## config.mk

```make
export PLATFORM = sky130hd
export DESIGN_NAME = pipe_stage_skid_reg
export DESIGN_NICKNAME = d
export VERILOG_FILES = /design/src/rtl/pipe_stage_skid_reg_pkg.sv /design/src/rtl/pipe_stage_skid_reg_slot.sv /design/src/rtl/pipe_stage_skid_reg.sv
export SDC_FILE = /design/constraint.sdc
export NUM_CORES = 1
export LEC_CHECK = 0
export BUFFER_PORTS_ARGS = -buffer_cell sky130_fd_sc_hd__clkbuf_2
export CORE_ASPECT_RATIO = 1.1
export CORE_MARGIN = 5
export CORE_UTILIZATION = 59
export DETAILED_ROUTE_END_ITERATION = 8
export PLACE_DENSITY_LB_ADDON = 0.15
export RECOVER_POWER = 50
export REMOVE_ABC_BUFFERS = 1
export SLEW_MARGIN = 20
export SYNTH_ARGS = -nofsm -noshare
export SYNTH_HDL_FRONTEND = slang
export SYNTH_SLANG_ARGS = --single-unit
export TNS_END_PERCENT = 1
```

## constraint.sdc

```tcl
create_clock -name clk -period 11 [get_ports clk]
set_input_delay 1.1 -clock clk [delete_from_list [all_inputs] [get_ports clk]]
set_output_delay 1.1 -clock clk [all_outputs]
set_load 0.01 [all_outputs]
```

## src/rtl/pipe_stage_skid_reg_pkg.sv

```systemverilog
// Shared constants and state encoding for the elastic pipeline-stage register.
package pipe_stage_skid_reg_pkg;

   localparam int unsigned ADDRESS_LEN_DEF = 32;
   localparam int unsigned PAYLOAD_W_DEF   = 64;
   localparam int unsigned CNT_W_DEF       = 16;

   // Occupancy of the stage: nothing, main slot only, main + skid slot.
   typedef enum logic [1:0] {
      STG_EMPTY = 2'd0,
      STG_ONE   = 2'd1,
      STG_TWO   = 2'd2
   } stg_state_e;

endpackage

```

## src/rtl/pipe_stage_skid_reg_slot.sv

```systemverilog
// Single register entry: data plus valid flag, with load, clear-valid and async reset.
// Clearing only drops the valid flag; the stored data is left untouched.
module pipe_slot #(
   parameter int unsigned W = 1
) (
   input  logic         clk,
   input  logic         rst,
   input  logic         load_i,
   input  logic         clr_i,
   input  logic [W-1:0] d_i,
   output logic         valid_o,
   output logic [W-1:0] q_o
);

   logic         valid_q;
   logic [W-1:0] data_q;

   // Entry register; clear-valid wins over load.
   always_ff @(posedge clk or posedge rst) begin
      if (rst) begin
         valid_q <= 1'b0;
         data_q  <= '0;
      end else if (clr_i) begin
         valid_q <= 1'b0;
      end else if (load_i) begin
         valid_q <= 1'b1;
         data_q  <= d_i;
      end
   end

   assign valid_o = valid_q;
   assign q_o     = data_q;

endmodule

```

## src/rtl/pipe_stage_skid_reg.sv

```systemverilog
// Elastic pipeline-stage register carrying PC + payload with a 2-entry skid buffer,
// global freeze/flush, and saturating stall/flush statistics counters.
module pipe_stage_skid_reg
   import pipe_stage_skid_reg_pkg::*;
#(
   parameter int unsigned ADDRESS_LEN = ADDRESS_LEN_DEF,
   parameter int unsigned PAYLOAD_W   = PAYLOAD_W_DEF,
   parameter int unsigned CNT_W       = CNT_W_DEF
) (
   input  logic                   clk,
   input  logic                   rst,
   input  logic                   freeze,
   input  logic                   flush,
   input  logic                   in_valid,
   output logic                   in_ready,
   input  logic [ADDRESS_LEN-1:0] in_pc,
   input  logic [PAYLOAD_W-1:0]   in_payload,
   output logic                   out_valid,
   input  logic                   out_ready,
   output logic [ADDRESS_LEN-1:0] out_pc,
   output logic [PAYLOAD_W-1:0]   out_payload,
   output logic [CNT_W-1:0]       stall_cnt,
   output logic [CNT_W-1:0]       flush_cnt
);

   localparam int unsigned SW = ADDRESS_LEN + PAYLOAD_W;

   stg_state_e     state_q, state_d;
   logic           main_load, main_clr, skid_load, skid_clr, main_from_skid;
   logic [SW-1:0]  main_d, main_q, skid_q;
   logic           main_valid, skid_valid;
   logic           push, pop;
   logic           stall_hit;
   logic [1:0]     n_kill;
   logic [CNT_W:0] stall_sum, flush_sum;
   logic [CNT_W-1:0] stall_cnt_q, stall_cnt_d, flush_cnt_q, flush_cnt_d;

   // Handshake depends on registered state only; no path from out_ready to in_ready.
   assign in_ready  = (state_q != STG_TWO) && !freeze && !rst;
   assign out_valid = main_valid;
   assign push      = in_valid && in_ready;
   assign pop       = main_valid && out_ready && !freeze;

   assign main_d      = main_from_skid ? skid_q : {in_pc, in_payload};
   assign out_pc      = main_q[SW-1 -: ADDRESS_LEN];
   assign out_payload = main_q[PAYLOAD_W-1:0];

   pipe_slot #(.W(SW)) u_main (
      .clk     (clk),
      .rst     (rst),
      .load_i  (main_load),
      .clr_i   (main_clr),
      .d_i     (main_d),
      .valid_o (main_valid),
      .q_o     (main_q)
   );

   pipe_slot #(.W(SW)) u_skid (
      .clk     (clk),
      .rst     (rst),
      .load_i  (skid_load),
      .clr_i   (skid_clr),
      .d_i     ({in_pc, in_payload}),
      .valid_o (skid_valid),
      .q_o     (skid_q)
   );

   // State register.
   always_ff @(posedge clk or posedge rst) begin
      if (rst) state_q <= STG_EMPTY;
      else     state_q <= state_d;
   end

   // Next state and slot controls; flush overrides freeze, freeze overrides push/pop.
   always_comb begin
      state_d        = state_q;
      main_load      = 1'b0;
      main_clr       = 1'b0;
      skid_load      = 1'b0;
      skid_clr       = 1'b0;
      main_from_skid = 1'b0;
      if (flush) begin
         state_d  = STG_EMPTY;
         main_clr = 1'b1;
         skid_clr = 1'b1;
      end else if (!freeze) begin
         unique case (state_q)
            STG_EMPTY: begin
               if (push) begin
                  state_d   = STG_ONE;
                  main_load = 1'b1;
               end
            end
            STG_ONE: begin
               if (push && pop) begin
                  main_load = 1'b1;
               end else if (push) begin
                  state_d   = STG_TWO;
                  skid_load = 1'b1;
               end else if (pop) begin
                  state_d  = STG_EMPTY;
                  main_clr = 1'b1;
               end
            end
            STG_TWO: begin
               if (pop) begin
                  state_d        = STG_ONE;
                  main_load      = 1'b1;
                  main_from_skid = 1'b1;
                  skid_clr       = 1'b1;
               end
            end
            default: begin
               state_d  = STG_EMPTY;
               main_clr = 1'b1;
               skid_clr = 1'b1;
            end
         endcase
      end
   end

   // Saturating counter updates; one extra bit catches the carry out.
   always_comb begin
      stall_hit = main_valid && (!out_ready || freeze);
      n_kill    = flush ? ({1'b0, main_valid} + {1'b0, skid_valid}) : 2'd0;
      stall_sum = {1'b0, stall_cnt_q} + (CNT_W + 1)'(stall_hit);
      flush_sum = {1'b0, flush_cnt_q} + (CNT_W + 1)'(n_kill);
      stall_cnt_d = stall_sum[CNT_W] ? '1 : stall_sum[CNT_W-1:0];
      flush_cnt_d = flush_sum[CNT_W] ? '1 : flush_sum[CNT_W-1:0];
   end

   // Statistics counter registers.
   always_ff @(posedge clk or posedge rst) begin
      if (rst) begin
         stall_cnt_q <= '0;
         flush_cnt_q <= '0;
      end else begin
         stall_cnt_q <= stall_cnt_d;
         flush_cnt_q <= flush_cnt_d;
      end
   end

   assign stall_cnt = stall_cnt_q;
   assign flush_cnt = flush_cnt_q;

endmodule
```

* Word level (Yosys, flattened, before mapping)
Cells that the tools add are included.
** Word-level totals
- Bits in registers :: 228
- Logic and storage cells :: 76
** Cells by class
- Add/subtract/negate cells :: 3
- Eq/ne operators :: 8
- Muxes and demuxes :: 37
- Bitwise logic cells :: 2
- Reduce and logical (&&, ||, !) cells :: 19
** Operators by type and width (number)
- 96-bit 2-to-1 mux :: 1
- 16-bit 2-to-1 mux :: 2
- 1-bit 2-to-1 mux :: 22
- 16-bit by 1-bit adder with 17-bit output :: 1
- 16-bit by 2-bit adder with 17-bit output :: 1
- 2-bit 2-to-1 mux :: 8
- 3-bit != test, second input constant :: 3
- 1-bit logical AND :: 7
- 2-bit case mux with 3 select lines :: 1
- 5-bit AND reduction :: 1
- 4-bit != test, second input constant :: 1
- 1-bit case mux with 2 select lines :: 2
- 2-bit AND reduction :: 2
- 2-bit nonzero test :: 2
- 2-bit OR reduction :: 2
- 1-bit zero test :: 3
- 1-bit case mux with 3 select lines :: 1
- 1-bit by 1-bit adder with 2-bit output :: 1
- 2-bit by 1-bit equality test with 1-bit output, second input constant :: 1
- 2-bit equality test, second input constant :: 1
- 2-bit zero test :: 1
- 2-bit by 1-bit != test with 1-bit output, second input constant :: 1
- 2-bit != test, second input constant :: 1
- 1-bit inverter :: 2
- 1-bit logical OR :: 1

* Depth between registers and ports, before layout
Gate-level depths: netlist of the first run.
- Word-level depth :: 11
- Mapped depth :: 10
- Mapped depth without buffers :: 9

* Hierarchy
Synthesis of the first run repeated with hierarchy kept, for this count alone.
** Unflattened totals
- Cells, all modules :: 712
- Area, all modules :: 10747.8 um^2
** By module, submodules not included
- pipe_slot :: instances 2, cells each 208, area an instance 3814.9 um^2, seq. area each 2427.3 um^2
- pipe_stage_skid_reg :: instances 1, cells each 296, area an instance 3118.0 um^2, seq. area each 850.8 um^2

* Worst setup path before layout of the first run
OpenSTA, ideal clock, no wires.
- Kind :: in2out
- Start point :: input rst
- End point :: output in_ready
- Data arrival time :: 6.500 ns
- Slack :: 3.400 ns
- Stages :: 2
- Cell sequence :: inv_1 and3_1
** On the way
- Longest elaborated chain between the ends :: 2
** RTL lines
- start: declaration :: line pipe_stage_skid_reg.sv:11 : input logic rst,
- 1-bit zero test (no line)
- 1-bit logical AND :: line pipe_stage_skid_reg.sv:39 : assign in_ready = (state_q != STG_TWO) && !freeze && !rst;
- end: declaration :: line pipe_stage_skid_reg.sv:15 : output logic in_ready,
Every way passes these cells.

==> results of run 1 <==
==> worst min path at each step <==
stage | startpoint | endpoint | slack [ns] | cells after the start
global route | u_skid.q_o[75] | u_skid.q_o[75] | 0.49 | 1
floorplan | u_skid.q_o[48] | u_skid.q_o[48] | 0.45 | 1
CTS | u_skid.q_o[75] | u_skid.q_o[75] | 0.49 | 1
finish | u_skid.q_o[75] | u_skid.q_o[75] | 0.48 | 1
global placement | u_skid.q_o[75] | u_skid.q_o[75] | 0.46 | 1
detailed placement | u_skid.q_o[75] | u_skid.q_o[75] | 0.47 | 1
==> routing by layer <==
metal / track usage [%] / up-vias
met1: 26.7 / 3316
met3: 6.38 / 27
met2: 38.5 / 186
met5: 0 / -
met4: 4.79 / 2
li1: - / 2964
==> logic make-up after synthesis <==
logic type               count (synthesis)
AO/OA/AOI/OAI                           24
XOR/XNOR                                17
adder cells (fa/ha/maj)                  6
buffers and inverters                   45
flip-flops                             228
multiplexers                           293
AND/OR/NAND/NOR                         94
==> worst register-to-register path: stages (launching register included) <==
cell,delay (ns)
dfrtp_1,0.46
nand2b_1,0.16
or3_4,0.79
a21boi_4,0.30
buf_4,0.46
buf_4,0.72
mux2_2,0.47
==> layout make-up <==
class,count,area (sq um)
Clock inverter,5,53.8
Multi-Input combinational cell,434,4370
Fill cell,1298,4960
Timing Repair Buffer,237,1030
Inverter,7,33.8
Tap cell,234,293
Sequential cell,228,5710
Clock buffer,34,697
==> sequential cells by signal (all words and copies together), names as in the netlist <==
name and cells:
u_skid.q_o 96, stall_cnt 16, u_main.q_o 96, u_skid.valid_o 1
u_main.valid_o 1, state_q 2, flush_cnt 16
==> cell usage after synthesis, types with 2 or more instances <==
cell	number
nand3_1	9
or3_1	3
dfrtp_1	228
nand2_1	33
a21oi_1	8
a31oi_1	5
nor4_1	4
xnor2_1	9
mux2_4	40
buf_4	4
o21ai_0	3
a21o_1	2
and4_1	4
mux2_2	212
buf_2	18
clkbuf_1	7
nand2b_1	9
xor2_1	8
mux2_1	40
nor3_1	3
buf_6	9
and3_1	6
nor2_1	4
inv_1	7
nand4_1	10
ha_1	5
nor2b_1	2
==> stage by stage <==
step	area (sq um)	worst slack [ns]	instances	hold WS, ns	power [mW]
after global placement	11600	6.73	1140	0.463	1.51
after floorplan	10100	3.40	669	0.454	1.34
after CTS	12400	7.20	1179	0.486	2.31
after global routing	12200	3.95	1179	0.495	2.38
after detailed placement	11600	6.68	1140	0.473	1.54
final	12200	5.19	1179	0.484	2.26
==> power by group through the flow <==
stage / Clock (mW) / Combinational (mW) / Sequential, mW
floorplan: 0 / 0.190 / 1.15
global placement: 0 / 0.402 / 1.10
detailed placement: 0 / 0.421 / 1.12
CTS: 0.784 / 0.424 / 1.10
global route: 0.822 / 0.429 / 1.12
finish: 0.766 / 0.388 / 1.10
==> results_dict.tcl, run 1 <==
set metrics [dict create \
    wl_met2_mm 11.3 \
    synth_top_area_share_pct 55.2 \
    synth_edf_count 0 \
    portBuffers 231 \
    grt_pass1_vias 7230 \
    p_leak_nw 5.94 \
    drt-initial-drc-count 329 \
    chipHeight_um 149 \
    seq_area_frac_synth_pct 55.2 \
    num_rows 50 \
    layout-drive-gt1-share_pct 42.2 \
    worst_path_largest_cell_delay_ns 3.24 \
    clock_power_share_pct 33.9 \
    p_int_mw 1.66 \
    slew_headroom_pct -204 \
    crit_top_cell "clkbuf_1" \
    n_antenna_cell 0 \
    synth.area.mux_share_pct 33.4 \
    final_common_cell "dfrtp_1" \
    top_layer "met5" \
    cts_num_sinks 228 \
    grt_max_degree 142 \
    path_depth 3 \
    cts_max_path_buffers 3 \
    yosys_register_bits 228 \
    dpl.hpwl_mm 14.9 \
    dr_total_vias 6495 \
    p_seq_share_pct 48.9 \
    clock.fmax_mhz 172 \
    cp_num_buf_inv 3 \
    gp_congestion 0.818 \
    cts_resized 0 \
    cp-endpoint "u_main.q_o[93]" \
    cts-buffers-inserted 23 \
    fin_skew_ns 0.00552 \
    wirelength_mm 22.0 \
    violations "max-capacitance violations, max-slew violations" \
    setup.worst_path.start "rst" \
    fin_util_pct 71.1 \
    syn-cell-area_sq_um 10300 \
    dr_wl_met3_mm 1.77 \
    chipWidth_um 136 \
    worstPathArrival_ns 5.34 \
    switching_share_pct 26.6 \
    hold_class "flip-flop to flip-flop" \
    max_slew.worst_pin.slew_ns 4.56 \
    finalSetupViolations 0 \
    period_share_pct 52.8 \
    worstPathCellList "clkbuf_1 -> inv_8 -> clkbuf_1" \
    synth_xor_area_share_pct 1.44 \
    synth_warnings 0 \
    async_reset_ff_share_pct 100 \
    reg2reg_to "u_main.q_o[63]" \
    synth_area_leaders "dfrtp_1, mux2_2, mux2_4" \
    yosysUniqueCellTypes 42 \
    io_pins 232 \
    rsz0062_at_grt "no" \
    coreArea_sq_um 17100 \
    p_sw_uw 600 \
    maxSlewViolCount 90 \
    postCtsHoldBufs 0 \
    path_delay_family "buffers and inverters" \
    cts_setup_buffers 0 \
    antenna_left 0 \
    start_util_pct 60.3 \
    crit_path_end_kind "asynchronous set/reset pin" \
    cts.clk_slew.worst_paths_ns 0.06 \
    cp_slowest_cell "clkbuf_1" \
    first_pass_iters 4 \
    netlist_instances 707 \
    outcome "complete, but fails checks" \
    rr_startpoint "state_q[1]" \
    wl_met1_mm 8.53 \
    yosysTopAreaCell "dfrtp_1" \
    grt-ovfl-total 0 \
    hold_viol 0 \
    fin_crit_ns 5.81 \
    htreeDepth 1 \
    final_cell_mix "dfrtp_1, mux2_2, clkbuf_1, clkbuf_2" \
    antenna_found_initial 1 \
    peakVddDrop_v 0.000131 \
    grt_util_all_layers_pct 21.9 \
    r2r_setup_slack_ns 7.53 \
    p_per_area_nw_per_um2 185 \
    synth_top_family_by_area "multiplexers" \
    path_class "input pin to asynchronous set/reset pin" \
    grt_pass1_wl_mm 36.1 \
    synth_adder_area_share_pct 0.799 \
    rr_worst_depth 6 \
    setup_tns_ns 0 \
    synthFlopType "dfrtp_1" \
    dieArea_sq_um 20300 \
    vias_per_cell 5.51 \
    cp_data_required_time_ns 10.53 \
    cts-root-buf "clkbuf_16" \
    critPathLaunchType "input pin" \
    synth_simple_gate_area_share_pct 5.00 \
    synth_area_per_cell_sq_um 14.6 \
    synth_compound_area_share_pct 1.54 \
    insertion_delay_ns 0.50 \
    pwr-share-comb_pct 17.2 \
    wire_per_inst_um 18.6 \
    drcViolationCount 0 \
    nNetsFinal 1039 \
    drv_cap 1 \
    syn_to_final_growth_pct 17.9 \
    crit_fanout 141 \
    cts_tree "yes" \
]
Power figures use the tool's default switching activity.
==> run 2, diff against run 1 <==
Settings changed: ABC_AREA set to 1, CORE_UTILIZATION 59 to 50.
Clock period 11 ns to 4.99 ns, I/O delays scaled along.
==> results_dict.tcl, run 2 <==
set metrics [dict create \
    outcome "complete, but fails checks" \
    violations "max-capacitance violations, max-slew violations" \
    final_common_cell "nand2_1" \
    place_inst 1860 \
    synth_most_common_cell "nand2_1" \
    critPathLaunchType "flip-flop" \
    wire_per_inst_um 14.0 \
    pwr-share-comb_pct 15.9 \
    synthFlopType "dfrtp_1" \
    hold_class "input pin to flip-flop" \
    setup_slack_ns 2.18 \
    fill_cells 2002 \
    synth_top_area_share_pct 53.3 \
    cts_setup_buffers 0 \
    crit_fanout 97 \
    nNetsFinal 1705 \
    final_cell_mix "nand2_1, dfrtp_1, clkbuf_2, inv_1, nand3_1" \
    portBuffers 231 \
    p_per_area_nw_per_um2 388 \
    maxSlewViolCount 123 \
    dr_total_vias 9357 \
    cts.clk_slew.worst_paths_ns 0.06 \
    worstPathCellList "nand2_1 -> nand3_1 -> nor2_4 -> nand2_4 -> nand2_1 -> nand2_1" \
    fin_crit_ns 2.81 \
    slew_headroom_pct -76.1 \
    layout-drive-gt1-share_pct 14.2 \
    netlist_instances 1405 \
    clock_power_share_pct 36.7 \
    num_rows 56 \
    grt_pass1_wl_mm 44.7 \
    dpl.hpwl_mm 16.4 \
    finalSetupViolations 0 \
    wirelength_mm 26.6 \
    drv_cap 1 \
    antenna_left 0 \
    chipWidth_um 149 \
    grt_pass1_vias 9184 \
    grt_max_degree 131 \
    r2r_setup_slack_ns 2.18 \
    fin_cells 1906 \
    path_class "flip-flop to flip-flop" \
    peakVddDrop_v 0.000221 \
    synth_edf_count 0 \
    period_share_pct 56.2 \
    syn-cell-area_sq_um 10700 \
    cts_max_path_buffers 3 \
    crit_path_end_kind "flip-flop" \
    antenna_found_initial 1 \
    synth_warnings 0 \
    coreArea_sq_um 21200 \
    gp_congestion 0.859 \
    dieArea_sq_um 24400 \
    cts-buffers-inserted 25 \
    worstPathArrival_ns 3.20 \
    async_reset_ff_share_pct 100 \
    place_ws_ns 1.90 \
    start_util_pct 50.4 \
    cp_slowest_cell "nand2_4" \
    syn_to_final_growth_pct 18.2 \
    cts_num_sinks 228 \
    synth_area_per_cell_sq_um 7.61 \
    htreeDepth 1 \
    switching_share_pct 28.9 \
    seq_area_frac_synth_pct 53.3 \
    cp_data_required_time_ns 5.39 \
    synth_area_leaders "dfrtp_1, nand2_1, nand3_1" \
    yosys_register_bits 228 \
    p_leak_nw 7.05 \
    yosysUniqueCellTypes 27 \
    p_int_mw 3.48 \
    rsz0062_at_grt "no" \
    cts-root-buf "clkbuf_16" \
    p_sw_mw 1.42 \
    insertion_delay_ns 0.52 \
    synth.cells.most_frequent "nand2_1, dfrtp_1, inv_1" \
    io_pins 232 \
    chipHeight_um 163 \
    grt_util_all_layers_pct 22.0 \
    worst_path_largest_cell_delay_ns 0.79 \
    drcViolationCount 0 \
    hold_viol 0 \
    cts_tree "yes" \
    yosysTopAreaCell "dfrtp_1" \
    fin_skew_ns 0.00635 \
    grt-ovfl-total 0 \
    first_pass_iters 7 \
    max_slew.worst_pin.slew_ns 2.64 \
    cts_resized 0 \
    n_antenna_cell 0 \
    clock.fmax_mhz 356 \
    drt-initial-drc-count 664 \
    p_seq_share_pct 47.4 \
    vias_per_cell 4.91 \
    crit_top_cell "nand2_1" \
    postCtsHoldBufs 0 \
]
-- run 2: cell count changes in the layout (fill, tap and decap cells not counted), moves of 66 or more --
cell,change
mux2_2,-212
nand3_1,+119
clkbuf_2,+67
o21ai_0,+102
clkbuf_1,-66
nand2_1,+623
inv_1,+128
-- run 2: worst paths after layout --
check                      depth (start not counted)              to            from
max                                                6  u_skid.q_o[34]      state_q[1]
min                                                3  u_skid.q_o[84]       in_pc[20]
max reg2reg                                        6  u_skid.q_o[34]      state_q[1]
min reg2reg                                        2  u_skid.q_o[29]  u_skid.q_o[29]
max in group asynchronous                          3  u_main.q_o[85]             rst
min in group asynchronous                          2    stall_cnt[3]             rst
-- run 2: area by class of cell --
type                    count  area, sq um  area share, %
clock buffers              35          713           5.64
well taps                 290          363           2.87
repair buffers            237         1140           9.00
flip-flops and latches    228         5710           45.1
clock inverters            11         83.8          0.663
multi-input cells         965         4110           32.5
inverters                 140          532           4.21
-- run 2: logic make-up after synthesis --
| family | Yosys count | synth area share (%) |
|---|---|---|
| flops | 228 | 53.3 |
| compound gates | 111 | 5.24 |
| fa+ha+maj | 6 | 0.772 |
| buf+inv | 212 | 8.53 |
| xor+xnor | 5 | 0.409 |
| simple gates | 843 | 31.7 |
-- run 2: through the flow --
| stage | hold WS (ns) | instance area, sq um | total power, mW | util [%] | TNS [ns] |
|---|---|---|---|---|---|
| 6_report | 0.222 | 12600 | 4.90 | 59.5 | 0 |
| 3_3_place_gp | 0.453 | 11900 | 3.16 | 56.2 | 0 |
| 2_1_floorplan | 0.442 | 10300 | 2.76 | - | -400.57 |
| 3_5_place_dp | 0.458 | 11900 | 3.18 | 56.2 | 0 |
| 5_1_grt | 0.210 | 12600 | 5.18 | 59.5 | 0 |
| 4_1_cts | 0.203 | 12700 | 5.00 | 59.9 | 0 |
-- run 2: layer usage --
layer | wire, um | track usage, % | vias to the layer above
met1 | 11800 | 30.2 | 4338
met3 | 1820 | 4.16 | 55
met5 | 7 | 0 | -
li1 | - | - | 4709
met4 | 701 | 6.08 | 2
met2 | 12300 | 36.0 | 253
-- run 2: power groups by stage --
stage          Sequential, mW  Clock (mW)  Combinational, mW
2_1_floorplan            2.42           0              0.334
6_report                 2.32        1.80              0.779
3_5_place_dp             2.35           0              0.826
4_1_cts                  2.32        1.84              0.830
3_3_place_gp             2.35           0              0.807
5_1_grt                  2.36        1.93              0.898
-- run 2: worst max-delay path, delay by kind of cell (launching register included) --
family	cells	cell delay [ns]
AND/OR/NAND/NOR	6	2.17
flip-flops	1	0.44
